File: config.mk
export PLATFORM = sky130hd
export DESIGN_NAME = fifo_burst_reader
export DESIGN_NICKNAME = d
export VERILOG_FILES = /design/src/rtl/fifo_burst_reader_pkg.sv /design/src/rtl/fifo_burst_reader_skid_buf.sv /design/src/rtl/fifo_burst_reader.sv
export SDC_FILE = /design/constraint.sdc
export NUM_CORES = 1
export LEC_CHECK = 0
export CORE_MARGIN = 8
export CORE_UTILIZATION = 50
export DETAILED_ROUTE_END_ITERATION = 8
export PLACE_DENSITY = 0.78
export SYNTH_ARGS = -nofsm -noshare
export SYNTH_HDL_FRONTEND = slang
export SYNTH_SLANG_ARGS = --single-unit
File: constraint.sdc
create_clock -name clk -period 2.2 [get_ports clk]
set_input_delay 0.22 -clock clk [delete_from_list [all_inputs] [get_ports clk]]
set_output_delay 0.22 -clock clk [all_outputs]
set_load 0.03 [all_outputs]
File: src/rtl/fifo_burst_reader_pkg.sv
// Shared constants and FSM state encoding for the FIFO burst reader.
package fifo_burst_reader_pkg;

  localparam int DATA_W     = 32;
  localparam int CNT_W      = 4;
  localparam int MAX_BURST  = 8;
  localparam int SKID_DEPTH = 2;

  typedef enum logic [1:0] {
    IDLE  = 2'd0,
    READ  = 2'd1,
    DRAIN = 2'd2,
    DONE  = 2'd3
  } state_t;

endpackage

File: src/rtl/fifo_burst_reader_skid_buf.sv
// Two-entry buffer between the FIFO read port and the valid/ready stream.
module reader_skid_buf #(
  parameter int DATA_W = fifo_burst_reader_pkg::DATA_W
) (
  input  logic              clk,
  input  logic              reset_n,
  input  logic              push,
  input  logic [DATA_W-1:0] push_data,
  input  logic              pop,
  output logic [1:0]        occ,
  output logic [DATA_W-1:0] head
);
  import fifo_burst_reader_pkg::*;

  logic [DATA_W-1:0] mem [SKID_DEPTH];
  logic              wr_ptr;
  logic              rd_ptr;
  logic              do_push;
  logic              do_pop;

  assign do_pop  = pop && (occ != 2'd0);
  // A full buffer still takes a push when the head leaves in the same cycle.
  assign do_push = push && ((occ != 2'd2) || do_pop);
  assign head    = mem[rd_ptr];

  always_ff @(posedge clk or negedge reset_n) begin
    if (!reset_n) begin
      for (int i = 0; i < SKID_DEPTH; i++) begin
        mem[i] <= '0;
      end
      wr_ptr <= 1'b0;
      rd_ptr <= 1'b0;
      occ    <= 2'd0;
    end else begin
      if (do_push) begin
        mem[wr_ptr] <= push_data;
        wr_ptr      <= ~wr_ptr;
      end
      if (do_pop) begin
        rd_ptr <= ~rd_ptr;
      end
      case ({do_push, do_pop})
        2'b10:   occ <= occ + 2'd1;
        2'b01:   occ <= occ - 2'd1;
        default: occ <= occ;
      endcase
    end
  end

endmodule

File: src/rtl/fifo_burst_reader.sv
// Drains a programmed burst from the 8-deep FIFO and re-presents it on a valid/ready stream.
module fifo_burst_reader #(
  parameter int DATA_W    = fifo_burst_reader_pkg::DATA_W,
  parameter int CNT_W     = fifo_burst_reader_pkg::CNT_W,
  parameter int MAX_BURST = fifo_burst_reader_pkg::MAX_BURST
) (
  input  logic              clk,
  input  logic              reset_n,
  input  logic              start,
  input  logic [CNT_W-1:0]  burst_len,
  output logic              fifo_rd_en,
  input  logic [DATA_W-1:0] fifo_dout,
  input  logic              fifo_empty,
  input  logic              fifo_rd_ack,
  input  logic              fifo_rd_err,
  output logic              m_valid,
  output logic [DATA_W-1:0] m_data,
  input  logic              m_ready,
  output logic              busy,
  output logic              done,
  output logic              err,
  output logic [CNT_W-1:0]  rcv_count
);
  import fifo_burst_reader_pkg::*;

  state_t           state;
  logic [CNT_W-1:0] len;
  logic [CNT_W-1:0] issued;
  logic             inflight;
  logic             rd_abort;
  logic [1:0]       occ;
  logic             push;
  logic             pop;
  logic             space_ok;

  assign m_valid = (occ != 2'd0);
  assign pop     = m_valid && m_ready;
  assign push    = fifo_rd_ack && inflight;

  // The word popped this cycle frees the slot the next read will land in,
  // which is what lets reads run back to back while m_ready stays high.
  assign space_ok = ({1'b0, occ} + {2'b00, inflight}) < (3'd2 + {2'b00, pop});

  assign fifo_rd_en = (state == READ) && (issued < len) && !fifo_empty &&
                      space_ok && !rd_abort && !fifo_rd_err;

  reader_skid_buf #(.DATA_W(DATA_W)) u_skid (
    .clk      (clk),
    .reset_n  (reset_n),
    .push     (push),
    .push_data(fifo_dout),
    .pop      (pop),
    .occ      (occ),
    .head     (m_data)
  );

  always_ff @(posedge clk or negedge reset_n) begin
    if (!reset_n) begin
      state     <= IDLE;
      len       <= '0;
      issued    <= '0;
      rcv_count <= '0;
      inflight  <= 1'b0;
      rd_abort  <= 1'b0;
      err       <= 1'b0;
      done      <= 1'b0;
      busy      <= 1'b0;
    end else begin
      done     <= 1'b0;
      inflight <= fifo_rd_en;
      if (fifo_rd_en) begin
        issued <= issued + CNT_W'(1);
      end
      if (push) begin
        rcv_count <= rcv_count + CNT_W'(1);
      end
      if (fifo_rd_ack && !inflight) begin
        err <= 1'b1;
      end
      if (fifo_rd_err && (state != IDLE)) begin
        err      <= 1'b1;
        rd_abort <= 1'b1;
      end
      case (state)
        IDLE: begin
          if (start) begin
            len       <= (burst_len > CNT_W'(MAX_BURST)) ? CNT_W'(MAX_BURST) : burst_len;
            issued    <= '0;
            rcv_count <= '0;
            err       <= 1'b0;
            rd_abort  <= 1'b0;
            busy      <= 1'b1;
            state     <= (burst_len == '0) ? DONE : READ;
          end
        end
        READ: begin
          if (rd_abort || (issued == len)) begin
            state <= DRAIN;
          end
        end
        DRAIN: begin
          // After an abort the burst ends once the last in-flight word has drained.
          if ((occ == 2'd0) && (rd_abort ? !inflight : (rcv_count == len))) begin
            state <= DONE;
          end
        end
        DONE: begin
          state <= IDLE;
          done  <= 1'b1;
          busy  <= 1'b0;
        end
        default: state <= IDLE;
      endcase
    end
  end

endmodule

Word-level counts from Yosys, hierarchy flattened. Cells that the tools add are included.

$add $sub $neg: 6. Order comparisons: 6. Equal/unequal tests: 11. Multiplexer cells: 30. Bitwise gates (word level): 4. Reduce and logical (&&, ||, !) cells: 29.

Operators with widths (number): $mux W32 (4); $bwmux W64 (1); $demux W32 S1 (1); $mux W4 (7); $logic_and A1 B1 Y1 (13); $mux W1 (10); $add A4 B1 Y4 const B (2); $eq A4 B4 Y1 (2); $mux W2 (4); $pmux W2 S4 (1); $reduce_bool A2 Y1 (4); $eq A2 B2 Y1 const B (3); $ne A2 B2 Y1 const B (3); $eq A2 B1 Y1 const B (2); $ge A2 B2 Y1 const B (2); $gt A4 B4 Y1 const B (1); $logic_not A1 Y1 (4); $logic_not A2 Y1 (2); $logic_not A4 Y1 (1); $lt A4 B4 Y1 (1); $not A1 Y2 (2); $pmux W2 S2 (1); $reduce_and A2 Y1 (2); $add A2 B1 Y3 (1); other kinds (10) (12).

Flip-flop bits (word level): 87. Input bits: 43. Output and inout bits: 41. Logic and storage cells: 100.

Longest topological paths before layout. Gate-level depths: netlist of the first run.

Depth after elaboration: 10. Gate-level depth with buffers: 7. Depth with buffers taken out: 7.

By module. Synthesis of the first run repeated with hierarchy kept, for this count alone.

Cell total of the unflattened synthesis: 305. Area, all modules: 4186.5 um^2.

Modules (own cells, without submodules): reader_skid_buf (instances 1, cells an instance 187, area each 3027.9 um^2, seq. area each 1701.6 um^2); fifo_burst_reader (instances 1, cells an instance 118, area each 1158.6 um^2, seq. area each 475.5 um^2).

Worst setup path after synthesis of the first run. Ideal clock, no wire load.

Path type: register -> output. Start: register u_skid.occ[0]. End: output fifo_rd_en. Data arrival time: 1939 ps. Required time: 1980 ps. Path slack: 41 ps. Cell stages (with the launch flop): 6. Path buffers: 0. Path through: dfrtp_1 -> ha_1 -> ha_1 -> nor4_4 -> nand3_2 -> nor3_1.

Cells in the longest elaborated chain, start to end: 7. Elaborated cells on any way between the ends: 8.

RTL lines: start, declared (line fifo_burst_reader_skid_buf.sv:10) `output logic [1:0] occ,`; start signal, assigned (line fifo_burst_reader_skid_buf.sv:43) `2'b10: occ <= occ + 2'd1;`; start signal, assigned (line fifo_burst_reader_skid_buf.sv:44) `2'b01: occ <= occ - 2'd1;`; $reduce_bool A2 Y1 (line fifo_burst_reader.sv:36) `assign m_valid = (occ != 2'd0);`; $logic_and A1 B1 Y1 (line fifo_burst_reader.sv:37) `assign pop = m_valid && m_ready;`; $add A2 B1 Y3 (line fifo_burst_reader.sv:42) `assign space_ok = ({1'b0, occ} + {2'b00, inflight}) < (3'd2 + {2'b00, pop});`; $lt A3 B3 Y1 (*) (line fifo_burst_reader.sv:42); $logic_and A1 B1 Y1 (*) (line fifo_burst_reader.sv:44) `assign fifo_rd_en = (state == READ) && (issued < len) && !fifo_empty &&`; $logic_and A1 B1 Y1 (*) (2 in series) (line fifo_burst_reader.sv:45) `space_ok && !rd_abort && !fifo_rd_err;`; end, declared (line fifo_burst_reader.sv:11) `output logic fifo_rd_en,`.

Every way passes the cells marked *; elsewhere a longest branch is shown, timed or not.

Worst setup path in the final report of the first run.
Start: register inflight. End: output fifo_rd_en.

Cells in the longest elaborated chain, start to end: 5.

RTL lines: start, declared (line fifo_burst_reader.sv:29) `logic inflight;`; start signal, assigned (line fifo_burst_reader.sv:70) `inflight <= fifo_rd_en;`; $add A2 B1 Y3 (line fifo_burst_reader.sv:42); $lt A3 B3 Y1 (line fifo_burst_reader.sv:42); $logic_and A1 B1 Y1 (line fifo_burst_reader.sv:44); $logic_and A1 B1 Y1 (2 in series) (line fifo_burst_reader.sv:45).

Every way passes these cells.

==> results of run 1 <==
==> synth_stat cells (2+ instances only) <==
| library cell | n | area, um^2 |
|---|---|---|
| mux2_2 | 89 | 1000 |
| dfrtp_1 | 87 | 2180 |
| ha_1 | 13 | 163 |
| inv_1 | 12 | 45.0 |
| nand2_1 | 11 | 41.3 |
| a21oi_1 | 7 | 35.0 |
| mux2_1 | 7 | 78.8 |
| xor2_1 | 7 | 61.3 |
| clkbuf_1 | 6 | 22.5 |
| nor2_1 | 6 | 22.5 |
| nand3_1 | 5 | 25.0 |
| o21ai_0 | 5 | 25.0 |
| mux2i_1 | 4 | 40.0 |
| xnor2_1 | 4 | 35.0 |
| buf_2 | 3 | 15.0 |
| buf_4 | 3 | 22.5 |
| nand3b_1 | 3 | 22.5 |
| nor2b_1 | 3 | 18.8 |
| nor4_1 | 3 | 18.8 |
| nand2b_1 | 2 | 12.5 |
| o22ai_1 | 2 | 12.5 |
| o311ai_0 | 2 | 17.5 |
| o31ai_1 | 2 | 15.0 |
| or4_1 | 2 | 15.0 |
==> routing by layer <==
layer / up-vias / share of wire, %
met3: 4 / 3.8
li1: 1268 / -
met4: 0 / 0.71
met1: 1325 / 46
met2: 45 / 50
met5: - / 0
==> stage by stage <==
| stage | utilization [%] | power [W] | hold slack, ps |
|---|---|---|---|
| CTS | 65.1 | 0.00544 | 449 |
| floorplan | - | 0.00358 | -75.6 |
| global placement | 62.8 | 0.00432 | 283 |
| global route | 65.8 | 0.00575 | 484 |
| detailed placement | 62.8 | 0.00439 | 294 |
| finish | 65.8 | 0.00542 | 434 |
==> registers in the layout (all words and copies together), names as in the netlist <==
name and flops:
u_skid.occ 2, inflight 1, u_skid.mem 64, rcv_count 4
len 4, u_skid.rd_ptr 1, done 1, err 1
state 2, rd_abort 1, u_skid.wr_ptr 1, busy 1
issued 4
==> worst reg2reg max path, stage by stage (launching register included) <==
cell     delay (ps)
dfrtp_2         420
ha_2            180
ha_2            180
nor4_4          250
nand3_4         140
buf_4           170
or4_1           520
a21oi_1         160
==> what timing repair did <==
action | 4_1_cts | 5_1_grt
setup buffers | 0 | 5
setup endpoints to repair | 30 | 1
hold buffers | 1 | 0
pin swaps | 2 | 2
hold endpoints to repair | 50 | 0
gates resized for setup | 34 | 5
==> power by group <==
part	total, W	internal (W)	switching, W
clock	0.00114	0.000541	0.000600
combinational	0.00208	0.000962	0.00112
sequential	0.00220	0.00195	0.000245
total	0.00542	0.00346	0.00196
==> layout make-up <==
class | instances | area [um^2]
inverters | 13 | 48.8
clock buffers | 9 | 124
well taps | 105 | 131
repair buffers | 94 | 928
multi-input cells | 191 | 1810
clock inverters | 7 | 80.1
flip-flops and latches | 87 | 2180
fillers | 627 | 2750
==> kinds of logic (layout without fill, tap and decap cells) <==
logic type	count (synthesis)	count (layout)	share of synthesized area, %
adders and majority gates	13	13	4.00
AOI/OAI and AO/OA	23	23	3.54
buffers and inverters	25	123	2.67
and+or+nand+nor	44	44	6.37
muxes	100	100	27.6
xor gates and xnor gates	11	11	2.37
DFF	87	87	53.5
==> worst paths after layout <==
kind / start / end / slack, ps / cells after the start
worst max-delay path: inflight$_DFF_PN0_ / fifo_rd_en / 90 / 6
worst min-delay path: reset_n / len[0]$_DFFE_PN0P_ / 430 / 2
worst max register to register: inflight$_DFF_PN0_ / issued[0]$_DFF_PN0_ / 110 / 7
worst min register to register: u_skid.mem[52]$_DFFE_PN0P_ / u_skid.mem[52]$_DFFE_PN0P_ / 500 / 1
max in group asynchronous: reset_n / u_skid.mem[3]$_DFFE_PN0P_ / 1110 / 3
min in group clk: burst_len[0] / len[0]$_DFFE_PN0P_ / 470 / 3
==> flow_metrics.py, run 1 <==
metrics = {
    "critical_path": {
        "max_stage_delay_ps": 420,
        "crit_top_cell": "ha_2",
        "critPathKind": "flop to output pin",
        "arrival_ps": 1890,
        "crit_chain": "ha_2, ha_2, nor4_4, nand3_4, nor3_4, buf_6",
        "critPathCaptureType": "output pin",
        "crit_fanout": 5,
        "required_ps": 1980,
        "cp_top_family": "simple AND/OR/NAND/NOR gates",
        "crit_path_start_kind": "flop",
        "crit_slowest_cell": "dfrtp_2",
        "critPathBufInv": 1,
    },
    "layout": {
        "area_growth_pct": 30.3,
        "diodes": 0,
        "nNetsFinal": 452,
        "stdcell_count": 506,
        "final_common_cell": "mux2_2",
        "drive_gt1_share_pct": 32.4,
        "mostFrequentLayoutCells": "mux2_2, dfrtp_1, clkdlybuf4s50_1",
        "fin_area_mm2": 0.00530,
    },
    "global_route": {
        "grt_start_max_net_pins": 52,
        "use_met2_pct": 25.0,
        "grt_pass1_vias": 2787,
        "antenna_found_initial": 0,
        "grt_pass1_wl_um": 14000,
        "grt_overflow": 0,
        "use_met1_pct": 19.7,
        "grt-busiest-layer": "met2",
        "gr-usage-met3_pct": 4.17,
        "grtUsageTotal_pct": 15.4,
    },
    "detailed_routing": {
        "post_drt_via_cell_ratio": 5.22,
        "ant_nets": 0,
        "avgRoutedWirePerCell_um": 16.7,
        "first_pass_iters": 4,
        "totalWireLength_um": 8440,
        "vias": 2642,
        "route.detailed.drc": 0,
        "drt_iter0_markers": 83,
    },
    "die": {
        "dieArea_mm2": 0.0113,
        "num_rows": 33,
        "ioPinCount": 84,
        "die_y_um": 106,
        "core_area_mm2": 0.00805,
        "initial_core_util_pct": 50.5,
        "die_x_um": 106,
    },
    "sta": {
        "slew_viol_final": 0,
        "period_share_pct": 95.8,
        "setup_ws_ps": 93.2,
        "fin_setup_tns_ps": 0,
        "max_freq_ghz": 0.475,
        "tightest_slew_ps": 679,
        "slew_headroom_pct": 54.8,
        "skew_ps": 11.1,
        "setup_viol": 0,
        "hold_violations": 0,
        "period_needed_ps": 2110,
    },
    "logic_synthesis": {
        "ys_seq_area_share_pct": 53.5,
        "synthesis.instances": 303,
        "async_flop_share_pct": 100,
        "synth_flop_cell": "dfrtp_1",
        "synthDistinctLibCells": 39,
        "synth_fp_nets": 359,
        "syn_avg_cell_area_um2": 13.4,
        "synth_edf_count": 0,
        "synth_warnings": 0,
        "syn-cell-area_mm2": 0.00407,
        "ys_seq_elements": 87,
    },
    "placement": {
        "place_inst": 484,
        "dp_slack_ps": 178,
        "port_buffers": 83,
        "hpwl_um": 6050,
        "place_area_mm2": 0.00505,
        "place_congestion": 0.841,
    },
    "power": {
        "power_density_mw_per_mm2": 1020,
        "ir_worst_vdd_uv": 559,
        "leakage_nw": 2.63,
    },
    "min_path": {
        "worstHoldPathType": "input port to asynchronous set/reset pin",
    },
    "clocking": {
        "cts.sinks": 87,
        "path_clk_slew_ps": 80,
        "clock_latency_ps": 360,
        "htreeDepth": 3,
        "cts_tree": "built",
        "cts_buffers": 9,
        "cts_root_buffer": "clkbuf_8",
        "cts_buffer_depth": 2,
    },
    "job": {
        "maxCapViolations": 0,
    },
    "outcome": {
        "status": "complete, no violations",
    },
}
No activity file was read; power rests on OpenSTA's default activity.
==> run 2, diff against run 1 <==
--- a/config.mk
+++ b/config.mk
@@ -5,10 +5,12 @@
 export SDC_FILE = /design/constraint.sdc
 export NUM_CORES = 1
 export LEC_CHECK = 0
+export CAP_MARGIN = 20
 export CORE_MARGIN = 8
-export CORE_UTILIZATION = 50
+export CORE_UTILIZATION = 46
+export CTS_CLUSTER_SIZE = 30
 export DETAILED_ROUTE_END_ITERATION = 8
-export PLACE_DENSITY = 0.78
+export PLACE_DENSITY = 0.76
 export SYNTH_ARGS = -nofsm -noshare
 export SYNTH_HDL_FRONTEND = slang
 export SYNTH_SLANG_ARGS = --single-unit
==> constraint.sdc (replaced) <==
create_clock -name clk -period 1.81 [get_ports clk]
set_input_delay 0.181 -clock clk [delete_from_list [all_inputs] [get_ports clk]]
set_output_delay 0.181 -clock clk [all_outputs]
set_load 0.03 [all_outputs]
==> flow_metrics.py, run 2 (same netlist as run 1, synthesis figures left out) <==
metrics = {
    "outcome": {
        "status": "finished, violations left",
        "violations": "negative setup slack",
    },
    "sta": {
        "tightest_slew_ps": 462,
        "period_share_pct": 111,
        "hold_violations": 0,
        "slew_viol_final": 0,
        "period_needed_ps": 2000,
        "max_freq_ghz": 0.499,
        "rsz0062_at_grt": "yes",
        "skew_ps": 13.7,
        "setup_ws_ps": -193,
        "setup_viol": 5,
        "slew_headroom_pct": 69.2,
        "fin_setup_tns_ps": -470,
    },
    "job": {
        "maxCapViolations": 0,
    },
    "global_route": {
        "grtUsageTotal_pct": 15.5,
        "grt_pass1_wl_um": 14700,
        "grt_overflow": 0,
        "grt_pass1_vias": 3021,
        "grt_start_max_net_pins": 55,
        "antenna_found_initial": 0,
    },
    "detailed_routing": {
        "post_drt_via_cell_ratio": 5.21,
        "ant_nets": 0,
        "drt_iter0_markers": 105,
        "first_pass_iters": 4,
        "avgRoutedWirePerCell_um": 17.1,
        "route.detailed.drc": 0,
        "totalWireLength_um": 9070,
        "vias": 2773,
    },
    "layout": {
        "nNetsFinal": 475,
        "fillers": 654,
        "diodes": 0,
        "ff_latch_area_mm2": 0.00218,
        "largest_reg_flops": 64,
        "multi_input_area_mm2": 0.00185,
        "drive_gt1_share_pct": 45.8,
        "final_common_cell": "mux2_2",
        "mostFrequentLayoutCells": "mux2_2, dfrtp_1, clkdlybuf4s50_1",
        "area_growth_pct": 35.0,
        "largest-register": "u_skid.mem",
        "fin_area_mm2": 0.00549,
    },
    "placement": {
        "place_area_mm2": 0.00519,
        "place_congestion": 0.774,
        "port_buffers": 83,
        "hpwl_um": 6180,
        "dp_slack_ps": -74.7,
    },
    "critical_path": {
        "max_stage_delay_ps": 410,
        "crit_chain": "ha_2, ha_4, nor4_4, nand3_2, nor3_2, buf_4",
        "crit_fanout": 2,
        "required_ps": 1630,
        "r2r_setup_slack_ps": -130,
        "worstSetupStartpoint": "u_skid.occ[0]$_DFFE_PN0P_",
        "crit_path_start_kind": "flop",
        "crit_slowest_cell": "dfrtp_1",
        "critPathCaptureType": "output pin",
        "reg2reg_depth": 7,
        "r2r-start": "u_skid.occ[0]$_DFFE_PN0P_",
        "arrival_ps": 1820,
        "critPathKind": "flop to output pin",
        "r2r_end": "issued[1]$_DFF_PN0_",
        "cp-endpoint": "fifo_rd_en",
    },
    "clocking": {
        "cts_buffers": 9,
        "path_clk_slew_ps": 90,
        "clock_latency_ps": 360,
        "cts_root_buffer": "clkbuf_8",
        "htreeDepth": 3,
        "cts.sinks": 87,
        "cts_tree": "built",
        "cts_buffer_depth": 2,
    },
    "die": {
        "die_x_um": 110,
        "dieArea_mm2": 0.0121,
        "die_y_um": 110,
        "num_rows": 34,
        "initial_core_util_pct": 47.1,
        "core_area_mm2": 0.00864,
        "ioPinCount": 84,
    },
    "power": {
        "p_int_w": 0.00480,
        "power_frac_clock_pct": 24.4,
        "p_sw_share_pct": 33.9,
        "comb_power_share_pct": 38.9,
        "ir_worst_vdd_uv": 722,
        "power_frac_seq_pct": 36.7,
        "p_switching_w": 0.00246,
        "leakage_nw": 2.74,
        "power_density_mw_per_mm2": 1320,
    },
    "min_path": {
        "worstHoldPathType": "input port to asynchronous set/reset pin",
    },
}
## run 2: how the worst min path moves through the flow
| stage | cells after the start | startpoint | to |
|---|---|---|---|
| after detailed placement | 1 | reset_n | u_skid.mem[8]$_DFFE_PN0P_ |
| after floorplan | 0 | reset_n | busy$_DFFE_PN0P_ |
| final | 2 | reset_n | state[1]$_DFFE_PN0P_ |
| after global placement | 1 | reset_n | u_skid.mem[8]$_DFFE_PN0P_ |
| after CTS | 2 | reset_n | busy$_DFFE_PN0P_ |
| after global routing | 2 | reset_n | state[1]$_DFFE_PN0P_ |
## run 2: per-stage QoR
step                      total power (W)  hold slack, ps  cells  util (%)
after floorplan                   0.00436            -115    303         -
after global placement            0.00538             162    503      60.1
after detailed placement          0.00545             168    503      60.1
after CTS                         0.00737             337    531      64.4
after global routing              0.00766             376    532      63.6
final                             0.00726             325    532      63.6
## run 2: area by class of cell
class	instances	share of cell area [%]
flip-flops and latches	87	39.7
multi-input cells	191	33.7
repair buffers	117	18.5
clock inverters	7	2.60
well taps	108	2.46
clock buffers	9	2.26
inverters	13	0.888
## run 2: what timing repair did
item                                    4_1_cts  5_1_grt
setup buffers                                10        1
endpoints found under the setup margin       37       20
endpoints found under the hold margin        33        0
pin swaps                                     5        6
hold buffers                                  1        0
resized for setup                           145       34
gates cloned                                  1        0
## run 2: routing by layer
metal | track usage (%) | wire length, um | part of all wire [%]
met1 | 19.4 | 4000 | 44
met2 | 25.7 | 4340 | 48
met3 | 3.37 | 584 | 6.4
met4 | 5.69 | 152 | 1.7
met5 | 0 | 0 | 0
## run 2: worst max-delay path: cells and delay by family, from the launching register on
kind | cells | cell delay (ps)
adders and majority gates | 2 | 360
buffers and inverters | 1 | 190
DFF | 1 | 410
and+or+nand+nor | 3 | 500
## run 2: power by group through the flow
stage	sequential [W]	clock, W	combinational [W]
after floorplan	0.00268	0	0.00168
after global placement	0.00265	0	0.00273
after detailed placement	0.00267	0	0.00278
after CTS	0.00265	0.00181	0.00291
after global routing	0.00272	0.00188	0.00307
final	0.00266	0.00177	0.00283
==> run 3, diff against run 2 <==
--- a/config.mk
+++ b/config.mk
@@ -7,10 +7,11 @@
 export LEC_CHECK = 0
 export CAP_MARGIN = 20
 export CORE_MARGIN = 8
-export CORE_UTILIZATION = 46
+export CORE_UTILIZATION = 51
 export CTS_CLUSTER_SIZE = 30
 export DETAILED_ROUTE_END_ITERATION = 8
-export PLACE_DENSITY = 0.76
+export PLACE_DENSITY = 0.8
+export SLEW_MARGIN = 40
 export SYNTH_ARGS = -nofsm -noshare
 export SYNTH_HDL_FRONTEND = slang
 export SYNTH_SLANG_ARGS = --single-unit
==> constraint.sdc (replaced) <==
create_clock -name clk -period 2 [get_ports clk]
set_input_delay 0.2 -clock clk [delete_from_list [all_inputs] [get_ports clk]]
set_output_delay 0.2 -clock clk [all_outputs]
set_load 0.03 [all_outputs]
==> flow_metrics.py, run 3 (same netlist as run 1, synthesis figures left out) <==
metrics = {
    "outcome": {
        "status": "finished, violations left",
        "violations": "negative setup slack",
    },
    "sta": {
        "slew_viol_final": 0,
        "setup_ws_ps": -26.2,
        "rsz0062_at_grt": "yes",
        "tightest_slew_ps": 540,
        "slew_headroom_pct": 64.0,
        "setup_viol": 1,
        "period_share_pct": 101,
        "max_freq_ghz": 0.494,
        "hold_violations": 0,
        "period_needed_ps": 2030,
        "skew_ps": 13.7,
    },
    "power": {
        "ir_worst_vdd_uv": 691,
        "power_density_mw_per_mm2": 1140,
        "power.total_w": 0.00610,
        "leakage_nw": 2.69,
    },
    "clocking": {
        "cts_tree": "built",
        "cts_root_buffer": "clkbuf_8",
        "path_clk_slew_ps": 80,
        "clock_latency_ps": 350,
        "cts.sinks": 87,
        "htreeDepth": 3,
        "cts_buffers": 9,
        "cts_buffer_depth": 2,
    },
    "layout": {
        "final_common_cell": "mux2_2",
        "diodes": 0,
        "mostFrequentLayoutCells": "mux2_2, dfrtp_1, clkdlybuf4s50_1",
        "area_growth_pct": 32.0,
        "largest_reg_flops": 64,
        "fin_area_mm2": 0.00537,
        "largest-register": "u_skid.mem",
        "nNetsFinal": 458,
        "fillers": 566,
        "drive_gt1_share_pct": 33.0,
    },
    "detailed_routing": {
        "vias": 2690,
        "ant_nets": 0,
        "drt_iter0_markers": 55,
        "avgRoutedWirePerCell_um": 16.9,
        "post_drt_via_cell_ratio": 5.30,
        "route.detailed.drc": 0,
        "totalWireLength_um": 8600,
        "first_pass_iters": 5,
    },
    "critical_path": {
        "r2r-start": "u_skid.occ[0]$_DFFE_PN0P_",
        "arrival_ps": 1830,
        "r2r_setup_slack_ps": 110,
        "reg2reg_depth": 7,
        "r2r_end": "issued[3]$_DFF_PN0_",
        "critPathCaptureType": "output pin",
        "required_ps": 1800,
        "critPathKind": "flop to output pin",
        "crit_path_start_kind": "flop",
        "cp-endpoint": "fifo_rd_en",
        "worstSetupStartpoint": "u_skid.occ[0]$_DFFE_PN0P_",
        "crit_fanout": 7,
    },
    "min_path": {
        "worstHoldPathType": "input port to asynchronous set/reset pin",
    },
    "die": {
        "initial_core_util_pct": 52.7,
        "die_x_um": 105,
        "num_rows": 32,
        "ioPinCount": 84,
        "core_area_mm2": 0.00773,
        "dieArea_mm2": 0.0111,
        "die_y_um": 105,
    },
    "global_route": {
        "antenna_found_initial": 0,
        "grtUsageTotal_pct": 15.6,
        "grt_pass1_wl_um": 14200,
        "grt_overflow": 0,
        "grt_start_max_net_pins": 41,
        "grt_pass1_vias": 2887,
    },
    "placement": {
        "hpwl_um": 6120,
        "place_congestion": 0.811,
        "port_buffers": 83,
        "place_area_mm2": 0.00512,
    },
    "job": {
        "maxCapViolations": 0,
    },
}
-- run 3: changes by cell type in the layout (fill, tap and decap cells not counted), moves of 2 or more --
cell / previous run / this run
a21oi_1: 5 / 7
a21oi_2: 3 / 1
buf_2: 32 / 0
buf_4: 27 / 12
bufinv_16: 4 / 2
dlygate4sd2_1: 0 / 33
ha_4: 2 / 0
nor4_1: 1 / 3
nor4_2: 2 / 0
or4_1: 0 / 2
or4_4: 2 / 0
-- run 3: per-layer routing --
| metal | global-route usage, % | wire [um] | vias up |
|---|---|---|---|
| li1 | - | - | 1269 |
| met1 | 19.3 | 3790 | 1362 |
| met2 | 25.9 | 4380 | 52 |
| met3 | 3.84 | 351 | 7 |
| met4 | 5.91 | 84 | 0 |
| met5 | 0 | 0 | - |
-- run 3: area by class of cell --
type	instances	area (um^2)	area share [%]
sequential	87	2180	40.5
timing repair buffer	100	981	18.3
inverter	13	48.8	0.908
clock inverter	5	81.3	1.51
clock buffer	10	138	2.56
tap	102	128	2.38
multi-input combinational	191	1820	33.9
-- run 3: critical path, cell delays in order (launching register included) --
cell	delay, ps
dfrtp_1	400
ha_2	180
ha_2	180
nor4_4	180
nand3_4	160
nor3_4	230
buf_6	160
-- run 3: worst min-delay path by stage --
stage	to	slack, ps
2_1_floorplan	busy$_DFFE_PN0P_	-100
5_1_grt	len[2]$_DFFE_PN0P_	300
6_report	len[2]$_DFFE_PN0P_	270
3_5_place_dp	len[0]$_DFFE_PN0P_	100
4_1_cts	len[0]$_DFFE_PN0P_	270
3_3_place_gp	len[2]$_DFFE_PN0P_	100
-- run 3: report_power, final --
part | leakage (nW) | switching (W) | total [W] | internal (W)
clock network | 0.109 | 0.000618 | 0.00135 | 0.000734
logic | 1.41 | 0.00127 | 0.00236 | 0.00109
registers | 1.17 | 0.000241 | 0.00239 | 0.00215
total | 2.69 | 0.00212 | 0.00610 | 0.00398
-- run 3: stage by stage --
stage | hold slack [ps] | std cells | utilization [%] | TNS [ps] | setup WS, ps
floorplan | -95.6 | 303 | - | 0 | 106
global placement | 97.6 | 488 | 66.3 | 0 | 115
detailed placement | 98.9 | 488 | 66.3 | 0 | 46.9
CTS | 267 | 504 | 68.7 | -140 | -140
global route | 299 | 508 | 69.5 | -124 | -124
finish | 269 | 508 | 69.5 | -26.2 | -26.2
-- run 3: timing repair --
item / 4_1_cts / 5_1_grt
pin swaps: 2 / 3
hold endpoints to repair: 18 / 0
resized for setup: 33 / 9
setup buffers: 0 / 4
hold buffers: 1 / 0
setup endpoints to repair: 34 / 3
